[src/rtl/wind_sched_pkg.sv]
// Shared constants and FSM encoding for the wind-vector converter scheduler.
// Defaults size the converter sharing for four channels of 16-bit data.
package wind_sched_pkg;

    localparam int NCH_D     = 4;
    localparam int CHW_D     = 2;
    localparam int INSIZE_D  = 16;
    localparam int BUSY_TO_D = 8;
    localparam int RUN_TO_D  = 64;
    localparam int TOW_D     = 7;

    typedef enum logic [2:0] {
        S_IDLE  = 3'd0,
        S_START = 3'd1,
        S_WAITB = 3'd2,
        S_RUN   = 3'd3,
        S_DONE  = 3'd4
    } state_t;

endpackage

[src/rtl/rr_arbiter.sv]
// Combinational round-robin pick: first requester at or after the pointer.
// Returns the one-hot grant and its binary index.
module rr_arbiter
    import wind_sched_pkg::*;
#(
    parameter int NCH = NCH_D,
    parameter int CHW = CHW_D
) (
    input  logic [NCH-1:0] req,
    input  logic [CHW-1:0] ptr,
    output logic [NCH-1:0] grant,
    output logic [CHW-1:0] idx
);

    int   k;
    logic found;

    always_comb begin
        grant = '0;
        idx   = '0;
        found = 1'b0;
        k     = 0;
        for (int j = 0; j < NCH; j++) begin
            k = int'(ptr) + j;
            if (k >= NCH) k = k - NCH;
            if (!found && req[k]) begin
                found    = 1'b1;
                grant[k] = 1'b1;
                idx      = CHW'(k);
            end
        end
    end

endmodule

[src/rtl/wind_conv_sched.sv]
// Shares one rectangular-to-polar converter among NCH requesters,
// sequencing its start/busy handshake with timeouts and tagging results.
module wind_conv_sched
    import wind_sched_pkg::*;
#(
    parameter int NCH     = NCH_D,
    parameter int CHW     = CHW_D,
    parameter int INSIZE  = INSIZE_D,
    parameter int BUSY_TO = BUSY_TO_D,
    parameter int RUN_TO  = RUN_TO_D,
    parameter int TOW     = TOW_D
) (
    input  logic                  clock,
    input  logic                  reset,
    input  logic [NCH-1:0]        req,
    input  logic [NCH*INSIZE-1:0] req_x,
    input  logic [NCH*INSIZE-1:0] req_y,
    output logic [NCH-1:0]        ack,
    output logic                  conv_start,
    output logic [INSIZE-1:0]     conv_x,
    output logic [INSIZE-1:0]     conv_y,
    input  logic                  conv_busy,
    input  logic [INSIZE-1:0]     conv_mod,
    input  logic [INSIZE-1:0]     conv_angle,
    output logic                  res_valid,
    output logic [CHW-1:0]        res_ch,
    output logic [INSIZE-1:0]     res_mod,
    output logic [INSIZE-1:0]     res_angle,
    output logic                  res_err,
    output logic                  sched_busy
);

    state_t         state, state_n;
    logic [CHW-1:0] ptr, gidx, cur_ch;
    logic [NCH-1:0] grant;
    logic [TOW-1:0] cnt;
    logic           do_grant, cnt_clr, cnt_inc, cap_ok, cap_err;

    rr_arbiter #(.NCH(NCH), .CHW(CHW)) u_arb (
        .req  (req),
        .ptr  (ptr),
        .grant(grant),
        .idx  (gidx)
    );

    always_ff @(posedge clock or posedge reset) begin
        if (reset) state <= S_IDLE;
        else       state <= state_n;
    end

    always_comb begin
        state_n  = state;
        do_grant = 1'b0;
        cnt_clr  = 1'b0;
        cnt_inc  = 1'b0;
        cap_ok   = 1'b0;
        cap_err  = 1'b0;
        unique case (state)
            S_IDLE: begin
                if (|req) begin
                    do_grant = 1'b1;
                    state_n  = S_START;
                end
            end
            S_START: begin
                cnt_clr = 1'b1;
                state_n = S_WAITB;
            end
            S_WAITB: begin
                if (conv_busy) begin
                    cnt_clr = 1'b1;
                    state_n = S_RUN;
                end else if (cnt == TOW'(BUSY_TO - 1)) begin
                    cap_err = 1'b1;
                    state_n = S_DONE;
                end else begin
                    cnt_inc = 1'b1;
                end
            end
            S_RUN: begin
                if (!conv_busy) begin
                    cap_ok  = 1'b1;
                    state_n = S_DONE;
                end else if (cnt == TOW'(RUN_TO - 1)) begin
                    cap_err = 1'b1;
                    state_n = S_DONE;
                end else begin
                    cnt_inc = 1'b1;
                end
            end
            S_DONE:  state_n = S_IDLE;
            default: state_n = S_IDLE;
        endcase
    end

    // res_ch is taken from cur_ch at DONE so the previous result stays intact
    always_ff @(posedge clock or posedge reset) begin
        if (reset) begin
            ack       <= '0;
            ptr       <= '0;
            cur_ch    <= '0;
            cnt       <= '0;
            conv_x    <= '0;
            conv_y    <= '0;
            res_ch    <= '0;
            res_mod   <= '0;
            res_angle <= '0;
            res_err   <= 1'b0;
        end else begin
            ack <= '0;
            if (do_grant) begin
                ack    <= grant;
                cur_ch <= gidx;
                conv_x <= req_x[gidx*INSIZE +: INSIZE];
                conv_y <= req_y[gidx*INSIZE +: INSIZE];
                ptr    <= (gidx == CHW'(NCH - 1)) ? '0 : gidx + 1'b1;
            end
            if (cnt_clr)      cnt <= '0;
            else if (cnt_inc) cnt <= cnt + 1'b1;
            if (cap_ok) begin
                res_ch    <= cur_ch;
                res_mod   <= conv_mod;
                res_angle <= conv_angle;
                res_err   <= 1'b0;
            end else if (cap_err) begin
                res_ch    <= cur_ch;
                res_mod   <= '0;
                res_angle <= '0;
                res_err   <= 1'b1;
            end
        end
    end

    assign conv_start = (state == S_START);
    assign res_valid  = (state == S_DONE);
    assign sched_busy = (state != S_IDLE);

endmodule

[config.mk]
export PLATFORM = sky130hd
export DESIGN_NAME = wind_conv_sched
export DESIGN_NICKNAME = d
export VERILOG_FILES = /design/src/rtl/wind_sched_pkg.sv /design/src/rtl/rr_arbiter.sv /design/src/rtl/wind_conv_sched.sv
export SDC_FILE = /design/constraint.sdc
export NUM_CORES = 1
export LEC_CHECK = 0
export BUFFER_PORTS_ARGS = -buffer_cell sky130_fd_sc_hd__buf_4
export CAP_MARGIN = 20
export CELL_PAD_IN_SITES_DETAIL_PLACEMENT = 2
export CELL_PAD_IN_SITES_GLOBAL_PLACEMENT = 2
export CORE_ASPECT_RATIO = 1.2
export CORE_UTILIZATION = 24
export CTS_CLUSTER_SIZE = 40
export DETAILED_ROUTE_END_ITERATION = 10
export PLACE_DENSITY = 0.81
export SLEW_MARGIN = 20
export SYNTH_ARGS = -nofsm -noshare
export SYNTH_HDL_FRONTEND = slang
export SYNTH_SLANG_ARGS = --single-unit
[constraint.sdc]
create_clock -name clock -period 3 [get_ports clock]
set_input_delay 0.3 -clock clock [delete_from_list [all_inputs] [get_ports clock]]
set_output_delay 0.3 -clock clock [all_outputs]
set_load 0.03 [all_outputs]
==> impl_metrics.toml, run 1 <==
[finish]
fin_nets = 871
n_fill_cell = 2126
drive_above_1_share = 0.4780
layoutNonFillerInstCount = 964
layout_commonest_cell = "buf_4"
antenna_cells = 0
final_cell_mix = "buf_4 (261), dfrtp_1 (85), nand2_1 (74)"
area_growth_pct = 50.58

[timing]
rsz0062_at_grt = "no"
period_minus_slack_ps = 2758
slew_violations = 0
finClkSkew_ps = 7.704
setup_viol = 0
fin_tns_setup_ps = 0
worstMarginPinSlew_ps = 837.8
hold_ws_ps = 60.43
post-route-period-util = 0.9193
finalHoldViolCount = 0
fmax_mhz = 362.6
relSlewSlack = 0.4409

[clock_network]
tritoncts = "built"
hold_buffers = 0
clk_path_buf_depth = 2
cts_resized = 0
cts-root-buf = "clkbuf_16"
clk_pin_slew_ps = 70
cts.sinks = 85
cts_buffers = 9
clock_latency_ps = 340
htree_num_levels = 3

[detailed_routing]
viasPerCell = 4.744
drt-initial-drc-count = 85
num_vias = 4573
dr.pass1.iters = 4
wl_um = 18130
antenna_left = 0
avgRoutedWirePerCell_um = 18.81
post-route-drc-count = 0

[synthesis]
async_flop_share = 1.000
ys_ff_latch = 85
synth_edf_count = 0
ys_types = 52
synth-main-ff-cell = "dfrtp_1"
syn-cell-area_sq_mm = 0.004851
seq_area_frac_synth = 0.4385
netlist_instances = 458
synth_fp_nets = 631
syn_area_per_cell_sq_um = 10.59
ys_warn_count = 0

[worst_hold_path]
hp-class = "in2async"

[die]
coreArea_sq_mm = 0.01969
ioPinCount = 241
die_w_um = 131.8
num_rows = 56
die_h_um = 157.7
start_util = 0.2464
die-area_sq_mm = 0.02079

[place]
gp_congestion = 0.9217
dp_cells = 941
hpwl_um = 14030
io_buffers = 240

[global_route]
grt_usage = 0.1717
grt_pass1_vias = 5162
grt_max_degree = 66
antenna_found_initial = 0
grt_overflow = 0
grt_pass1_wl_um = 27880

[pwr]
ir_drop_v = 0.0004469
leakagePower_uw = 0.003542
p_per_area_mw_per_mm2 = 1149
power_uw = 8391

[outcome]
status = "completed"

[setup_path]
startpoint_type = "flip-flop"
arrival_ps = 3000
crit_type = "reg2reg"
cp_max_fo = 11
worstPathRequired_ps = 3240
endpoint_kind = "flip-flop"
r2r_cells = 9

[flow_run]
max_cap_viol_count = 0
==> layout make-up <==
class / instances / area (sq um) / area share
well taps: 261 / 326.6 / 0.04471
flip-flops and latches: 85 / 2127 / 0.2912
multi-input cells: 332 / 2505 / 0.3429
clock buffers: 11 / 242.7 / 0.03323
repair buffers: 264 / 2019 / 0.2765
clock inverters: 5 / 60.06 / 0.008222
inverters: 6 / 23.77 / 0.003255
==> kinds of logic (layout without fill, tap and decap cells) <==
| logic type | after synthesis | in the layout | synth area share |
|---|---|---|---|
| buf+inv | 42 | 286 | 0.05184 |
| flops | 85 | 85 | 0.4385 |
| mux | 78 | 78 | 0.1726 |
| simple gates | 146 | 147 | 0.1346 |
| fa+ha+maj | 6 | 6 | 0.01548 |
| compound gates | 96 | 96 | 0.1780 |
| xor+xnor | 5 | 5 | 0.009027 |
==> Yosys cell counts (all sizes together) (4+ instances only) <==
library cell | number | area share
xor2 | 4 | 0.0072
clkbuf | 20 | 0.017
ha | 6 | 0.015
inv | 6 | 0.0046
o21ai | 37 | 0.039
dfrtp | 85 | 0.44
a21oi | 8 | 0.0083
or2 | 5 | 0.0064
buf | 16 | 0.030
mux4 | 4 | 0.019
nor2 | 42 | 0.033
a22oi | 8 | 0.012
a221oi | 32 | 0.098
mux2i | 69 | 0.14
nor3 | 5 | 0.0075
mux2 | 5 | 0.012
nand2 | 74 | 0.057
==> power by group <==
| part | total (uW) | leakage, uW | internal [uW] | switching, uW |
|---|---|---|---|---|
| clock | 1160 | 0.000146 | 671 | 486 |
| sequential | 1990 | 0.00103 | 1660 | 333 |
| combinational | 5250 | 0.00236 | 2170 | 3070 |
==> metal layers <==
layer / vias to the layer above / wire, um / GRT usage
met2: 176 / 9808 / 0.3268
met5: - / 0 / 0
met4: 0 / 251 / 0.05814
li1: 2120 / - / -
met3: 15 / 1263 / 0.04931
met1: 2262 / 6810 / 0.1804
==> flip-flops by register name, summed over array words and instances (netlist names), 3 cells and up <==
signal     cells
conv_x        16
state          3
cnt            7
res_mod       16
ack            4
res_angle     16
conv_y        16
==> stage by stage <==
stage	utilization	setup WS, ps	cell area (sq um)
after floorplan	-	29.02	4851
after global placement	0.3530	176.3	6950
after detailed placement	0.3530	82.57	6950
after CTS	0.3684	68.71	7253
after global routing	0.3710	95.65	7305
final	0.3710	242.1	7305
==> worst max-delay path, cell delays in order, from the launching register on <==
cell	delay (ps)
dfrtp_1	350
inv_1	80
ha_1	340
mux4_2	530
buf_4	200
nor3_4	290
o32a_4	270
nor2_4	110
buf_4	230
a221oi_2	250
==> path summary, 6_finish.rpt <==
kind | start | endpoint | slack [ps]
setup reg to reg | ptr[0]$_DFFE_PP0P_ | conv_x[5]$_DFFE_PP0P_ | 240
setup / recovery | ptr[0]$_DFFE_PP0P_ | conv_x[5]$_DFFE_PP0P_ | 240
min in group clock | conv_mod[14] | res_mod[14]$_DFFE_PP0P_ | 160
hold / removal | reset | res_angle[6]$_DFFE_PP0P_ | 60
max in group asynchronous | reset | cnt[3]$_DFFE_PP0P_ | 2210
hold reg to reg | cur_ch[1]$_DFFE_PP0P_ | cur_ch[1]$_DFFE_PP0P_ | 480
==> repair_timing <==
| item | CTS | global route |
|---|---|---|
| setup endpoints to repair | 0 | 20 |
| endpoints found under the hold margin | 0 | 0 |
| setup buffers | 0 | 6 |
Power figures use the tool's default switching activity.
==> run 2, diff against run 1 <==
==> constraint.sdc (replaced) <==
create_clock -name clock -period 3 [get_ports clock]
set_input_delay 0.15 -clock clock [delete_from_list [all_inputs] [get_ports clock]]
set_output_delay 0.15 -clock clock [all_outputs]
set_load 0.03 [all_outputs]
==> impl_metrics.toml, run 2 (synthesized netlist as in run 1, its figures left out) <==
[outcome]
status = "completed"

[timing]
period_minus_slack_ps = 2942
slew_violations = 0
hold_ws_ps = 11.52
rsz0062_at_grt = "yes"
finalHoldViolCount = 0
finClkSkew_ps = 9.756
worstMarginPinSlew_ps = 852.0
post-route-period-util = 0.9808
setup_viol = 0
relSlewSlack = 0.4314
fmax_mhz = 339.9
fin_tns_setup_ps = 0

[setup_path]
crit_type = "reg2reg"
crit_slowest_cell = "mux4_2"
arrival_ps = 3120
startpoint_type = "flip-flop"
cp_common_cell = "buf_4"
endpoint_kind = "flip-flop"
cp_max_fo = 12
max_stage_delay_ps = 540
path_cells = "inv_1, ha_1, mux4_2, buf_4, nand2_1, o311ai_1, o21ai_4, buf_4, mux2i_1, a221oi_2"
worstPathRequired_ps = 3180

[place]
io_buffers = 240
dp_cells = 944
gp_congestion = 0.8844
hpwl_um = 14000

[finish]
drive_above_1_share = 0.4795
layoutNonFillerInstCount = 968
final_util = 0.3778
final_cell_mix = "buf_4 (260), dfrtp_1 (85), nand2_1 (74)"
layout_commonest_cell = "buf_4"
n_fill_cell = 2091
antenna_cells = 0
area_growth_pct = 53.34
fin_nets = 875

[detailed_routing]
wl_um = 18340
antenna_left = 0
post-route-drc-count = 0
avgRoutedWirePerCell_um = 18.95
drt-initial-drc-count = 106
num_vias = 4547
dr.pass1.iters = 4
viasPerCell = 4.697

[die]
start_util = 0.2464
die-area_sq_mm = 0.02079
coreArea_sq_mm = 0.01969
ioPinCount = 241
die_h_um = 157.7
die_w_um = 131.8
num_rows = 56

[pwr]
leakagePower_uw = 0.003605
power_uw = 8731
ir_drop_v = 0.0003958
p_per_area_mw_per_mm2 = 1174

[worst_hold_path]
hp-class = "in2reg"

[clock_network]
clock_latency_ps = 340
tritoncts = "built"
cts.sinks = 85
clk_path_buf_depth = 2
cts-root-buf = "clkbuf_16"
clk_pin_slew_ps = 70
htree_num_levels = 3
cts_buffers = 9

[global_route]
grt_pass1_wl_um = 28140
grt_overflow = 0
grt_max_degree = 66
antenna_found_initial = 0
grt_pass1_vias = 5184
grt_usage = 0.1738

[flow_run]
max_cap_viol_count = 0
==> run 2: changes by cell type in the layout (fill, tap and decap cells not counted), sizes merged <==
| cell | before | now |
|---|---|---|
| bufinv | 1 | 3 |
| dlygate4sd3 | 0 | 2 |
| bufbuf | 0 | 1 |
| clkbuf | 11 | 12 |
| clkinv | 4 | 3 |
| clkinvlp | 1 | 0 |
==> run 2: repair_timing <==
action	4_1_cts	5_1_grt
cloned	2	1
setup buffers	3	0
setup endpoints to repair	23	1
pin swaps	1	0
endpoints found under the hold margin	42	0
resized for setup	1	1
hold buffers	2	0
==> run 2: routing by layer <==
layer | GRT usage | part of all wire
met2 | 0.3364 | 0.54
met4 | 0.04762 | 0.0099
met3 | 0.04483 | 0.063
met5 | 0 | 0
met1 | 0.1854 | 0.39
==> run 2: area by class of cell <==
class,count,area [sq um],share of cell area
flip-flops and latches,85,2127,0.2860
multi-input cells,332,2510,0.3374
inverters,6,23.77,0.003196
clock inverters,5,107.6,0.01447
well taps,261,326.6,0.04390
clock buffers,11,242.7,0.03263
repair buffers,268,2101,0.2824
==> run 2: worst paths after layout <==
| path | startpoint | endpoint | slack (ps) | depth (start not counted) |
|---|---|---|---|---|
| worst max-delay path | ptr[0]$_DFFE_PP0P_ | conv_x[14]$_DFFE_PP0P_ | 60 | 10 |
| worst min-delay path | conv_angle[3] | res_angle[3]$_DFFE_PP0P_ | 10 | 3 |
| worst max register to register | ptr[0]$_DFFE_PP0P_ | conv_x[14]$_DFFE_PP0P_ | 60 | 10 |
| worst min register to register | cur_ch[1]$_DFFE_PP0P_ | cur_ch[1]$_DFFE_PP0P_ | 490 | 1 |
| max in group asynchronous | reset | cnt[4]$_DFFE_PP0P_ | 1780 | 4 |
| min in group asynchronous | reset | res_angle[11]$_DFFE_PP0P_ | 490 | 3 |
==> run 2: power breakdown <==
group          switching, uW  internal (uW)
Sequential               328           1650
Clock                    478            841
Combinational           3150           2280
Total                   3960           4770
==> run 2: per-stage QoR <==
| step | instance area (sq um) | setup WS, ps |
|---|---|---|
| 2_1_floorplan | 4851 | 29.02 |
| 3_3_place_gp | 6973 | 159.8 |
| 3_5_place_dp | 6973 | -4.337 |
| 4_1_cts | 7410 | 58.78 |
| 5_1_grt | 7438 | -73.78 |
| 6_report | 7438 | 57.72 |
==> run 2: critical path, delay by kind of cell (launching register included) <==
kind / cells / cell delay [ps]
DFF: 1 / 370
muxes: 2 / 870
and+or+nand+nor: 1 / 70
adders and majority gates: 1 / 320
buffers and inverters: 3 / 600
AOI/OAI and AO/OA: 3 / 550
==> run 3, diff against run 2 <==
- CORE_UTILIZATION: 24 -> 29
- PLACE_DENSITY: 0.81 -> 0.91
- TNS_END_PERCENT: default -> 50
- clock period: 3 -> 3.65 ns (I/O delays scaled with it)
==> impl_metrics.toml, run 3 (synthesized netlist as in run 1, its figures left out) <==
[timing]
finClkSkew_ps = 8.298
fmax_mhz = 286.4
post-route-period-util = 0.9565
period_minus_slack_ps = 3491
worstMarginPinSlew_ps = 818.1
setup_viol = 0
rsz0062_at_grt = "no"
fin_tns_setup_ps = 0
finalHoldViolCount = 0
relSlewSlack = 0.4539
slew_violations = 0

[place]
place_area_sq_mm = 0.006789
gp_congestion = 0.8443
hpwl_um = 14550
io_buffers = 240

[finish]
final_design_area_no_fill_sq_mm = 0.007111
drive_above_1_share = 0.4614
fin_nets = 855
layout_commonest_cell = "buf_4"
area_growth_pct = 46.58
final_cell_mix = "buf_4 (247), dfrtp_1 (85), nand2_1 (74)"
n_fill_cell = 1761

[pwr]
p_comb_frac = 0.608
leakagePower_uw = 0.003457
ir_drop_v = 0.0004541
p_sw_frac = 0.4656
clockPowerShare = 0.148
p_sw_uw = 3137
p_int_uw = 3601
p_per_area_mw_per_mm2 = 947.6
p_seq_frac = 0.245

[clock_network]
cts-root-buf = "clkbuf_16"
clock_latency_ps = 350
clk_pin_slew_ps = 70
htree_num_levels = 3
cts_resized = 0
tritoncts = "built"
cts_buffers = 9
cts.sinks = 85
hold_buffers = 1
clk_path_buf_depth = 2
postCtsSetupBuffers = 0

[global_route]
grt_pass1_wl_um = 28640
grt_pass1_vias = 5164
grt_usage = 0.2205
grt_max_degree = 66
grt_overflow = 0
antenna_found_initial = 3

[worst_hold_path]
hp-class = "in2reg"

[outcome]
status = "completed"

[setup_path]
crit_slowest_cell = "mux4_2"
startpoint_type = "flip-flop"
max_stage_delay_ps = 590
cp_max_fo = 62
path_cells = "inv_1, ha_1, mux4_2, buf_4, nand2_1, o311ai_1, o21ai_4, buf_12, mux2i_1, a221oi_2"
endpoint_kind = "flip-flop"
crit_type = "reg2reg"
crit_family = "multiplexers"
worstPathRequired_ps = 3860
path_buf_inv = 3
arrival_ps = 3700

[detailed_routing]
avgRoutedWirePerCell_um = 21.09
dr.pass1.iters = 4
wl_um = 18980
viasPerCell = 5.107
num_vias = 4596
antenna_left = 0
post-route-drc-count = 0
drt-initial-drc-count = 117

[die]
coreArea_sq_mm = 0.01627
start_util = 0.2981
die-area_sq_mm = 0.01725
num_rows = 51
die_h_um = 143.7
die_w_um = 120.1
ioPinCount = 241

[flow_run]
max_cap_viol_count = 0
## run 3: final timing paths
| kind | endpoint | cells after the start | start | slack, ps |
|---|---|---|---|---|
| worst max-delay path | conv_y[13]$_DFFE_PP0P_ | 10 | ptr[1]$_DFFE_PP0P_ | 160 |
| worst min-delay path | res_mod[7]$_DFFE_PP0P_ | 3 | conv_mod[7] | 40 |
| worst max register to register | conv_y[13]$_DFFE_PP0P_ | 10 | ptr[1]$_DFFE_PP0P_ | 160 |
| worst min register to register | cur_ch[1]$_DFFE_PP0P_ | 1 | cur_ch[1]$_DFFE_PP0P_ | 480 |
| max in group asynchronous | res_angle[7]$_DFFE_PP0P_ | 4 | reset | 2070 |
| min in group asynchronous | res_angle[13]$_DFFE_PP0P_ | 3 | reset | 530 |
## run 3: stage by stage
step / std cells / total power (uW) / hold slack, ps / utilization / setup WS, ps
after floorplan: 458 / 4516 / 299.3 / - / 679.0
after global placement: 882 / 5554 / 352.2 / 0.4172 / 379.6
after detailed placement: 882 / 5797 / 374.1 / 0.4172 / 152.3
after CTS: 899 / 6840 / 21.34 / 0.4368 / 149.9
after global routing: 900 / 7128 / 46.04 / 0.4370 / 7.907
final: 900 / 6738 / 36.09 / 0.4370 / 158.8
## run 3: final cells by class
| cell class | instances | area (sq um) | share of cell area |
|---|---|---|---|
| multi-input cells | 331 | 2499 | 0.3514 |
| flip-flops and latches | 85 | 2127 | 0.2991 |
| repair buffers | 249 | 1884 | 0.2650 |
| well taps | 212 | 265.3 | 0.03730 |
| clock buffers | 12 | 236.5 | 0.03326 |
| clock inverters | 4 | 72.57 | 0.01021 |
| inverters | 6 | 23.77 | 0.003343 |
| diodes | 1 | 2.502 | 0.0003519 |
## run 3: power groups by stage
stage          clock, uW  combinational (uW)  sequential (uW)
5_1_grt             1060                4370             1700
2_1_floorplan          0                2240             2280
3_3_place_gp           0                3930             1620
6_report             995                4100             1650
4_1_cts             1030                4160             1650
3_5_place_dp           0                4140             1660
## run 3: per-layer routing
| metal | vias up | track usage | routed length, um |
|---|---|---|---|
| li1 | 2097 | - | - |
| met1 | 2269 | 0.2305 | 7009 |
| met2 | 192 | 0.3978 | 9771 |
| met3 | 34 | 0.07143 | 1612 |
| met4 | 4 | 0.1046 | 558 |
| met5 | - | 0 | 31 |
## run 3: tightest hold or removal path, cell delays in order
cell	delay, ps
buf_4	80
nand2_1	30
o21ai_0	60
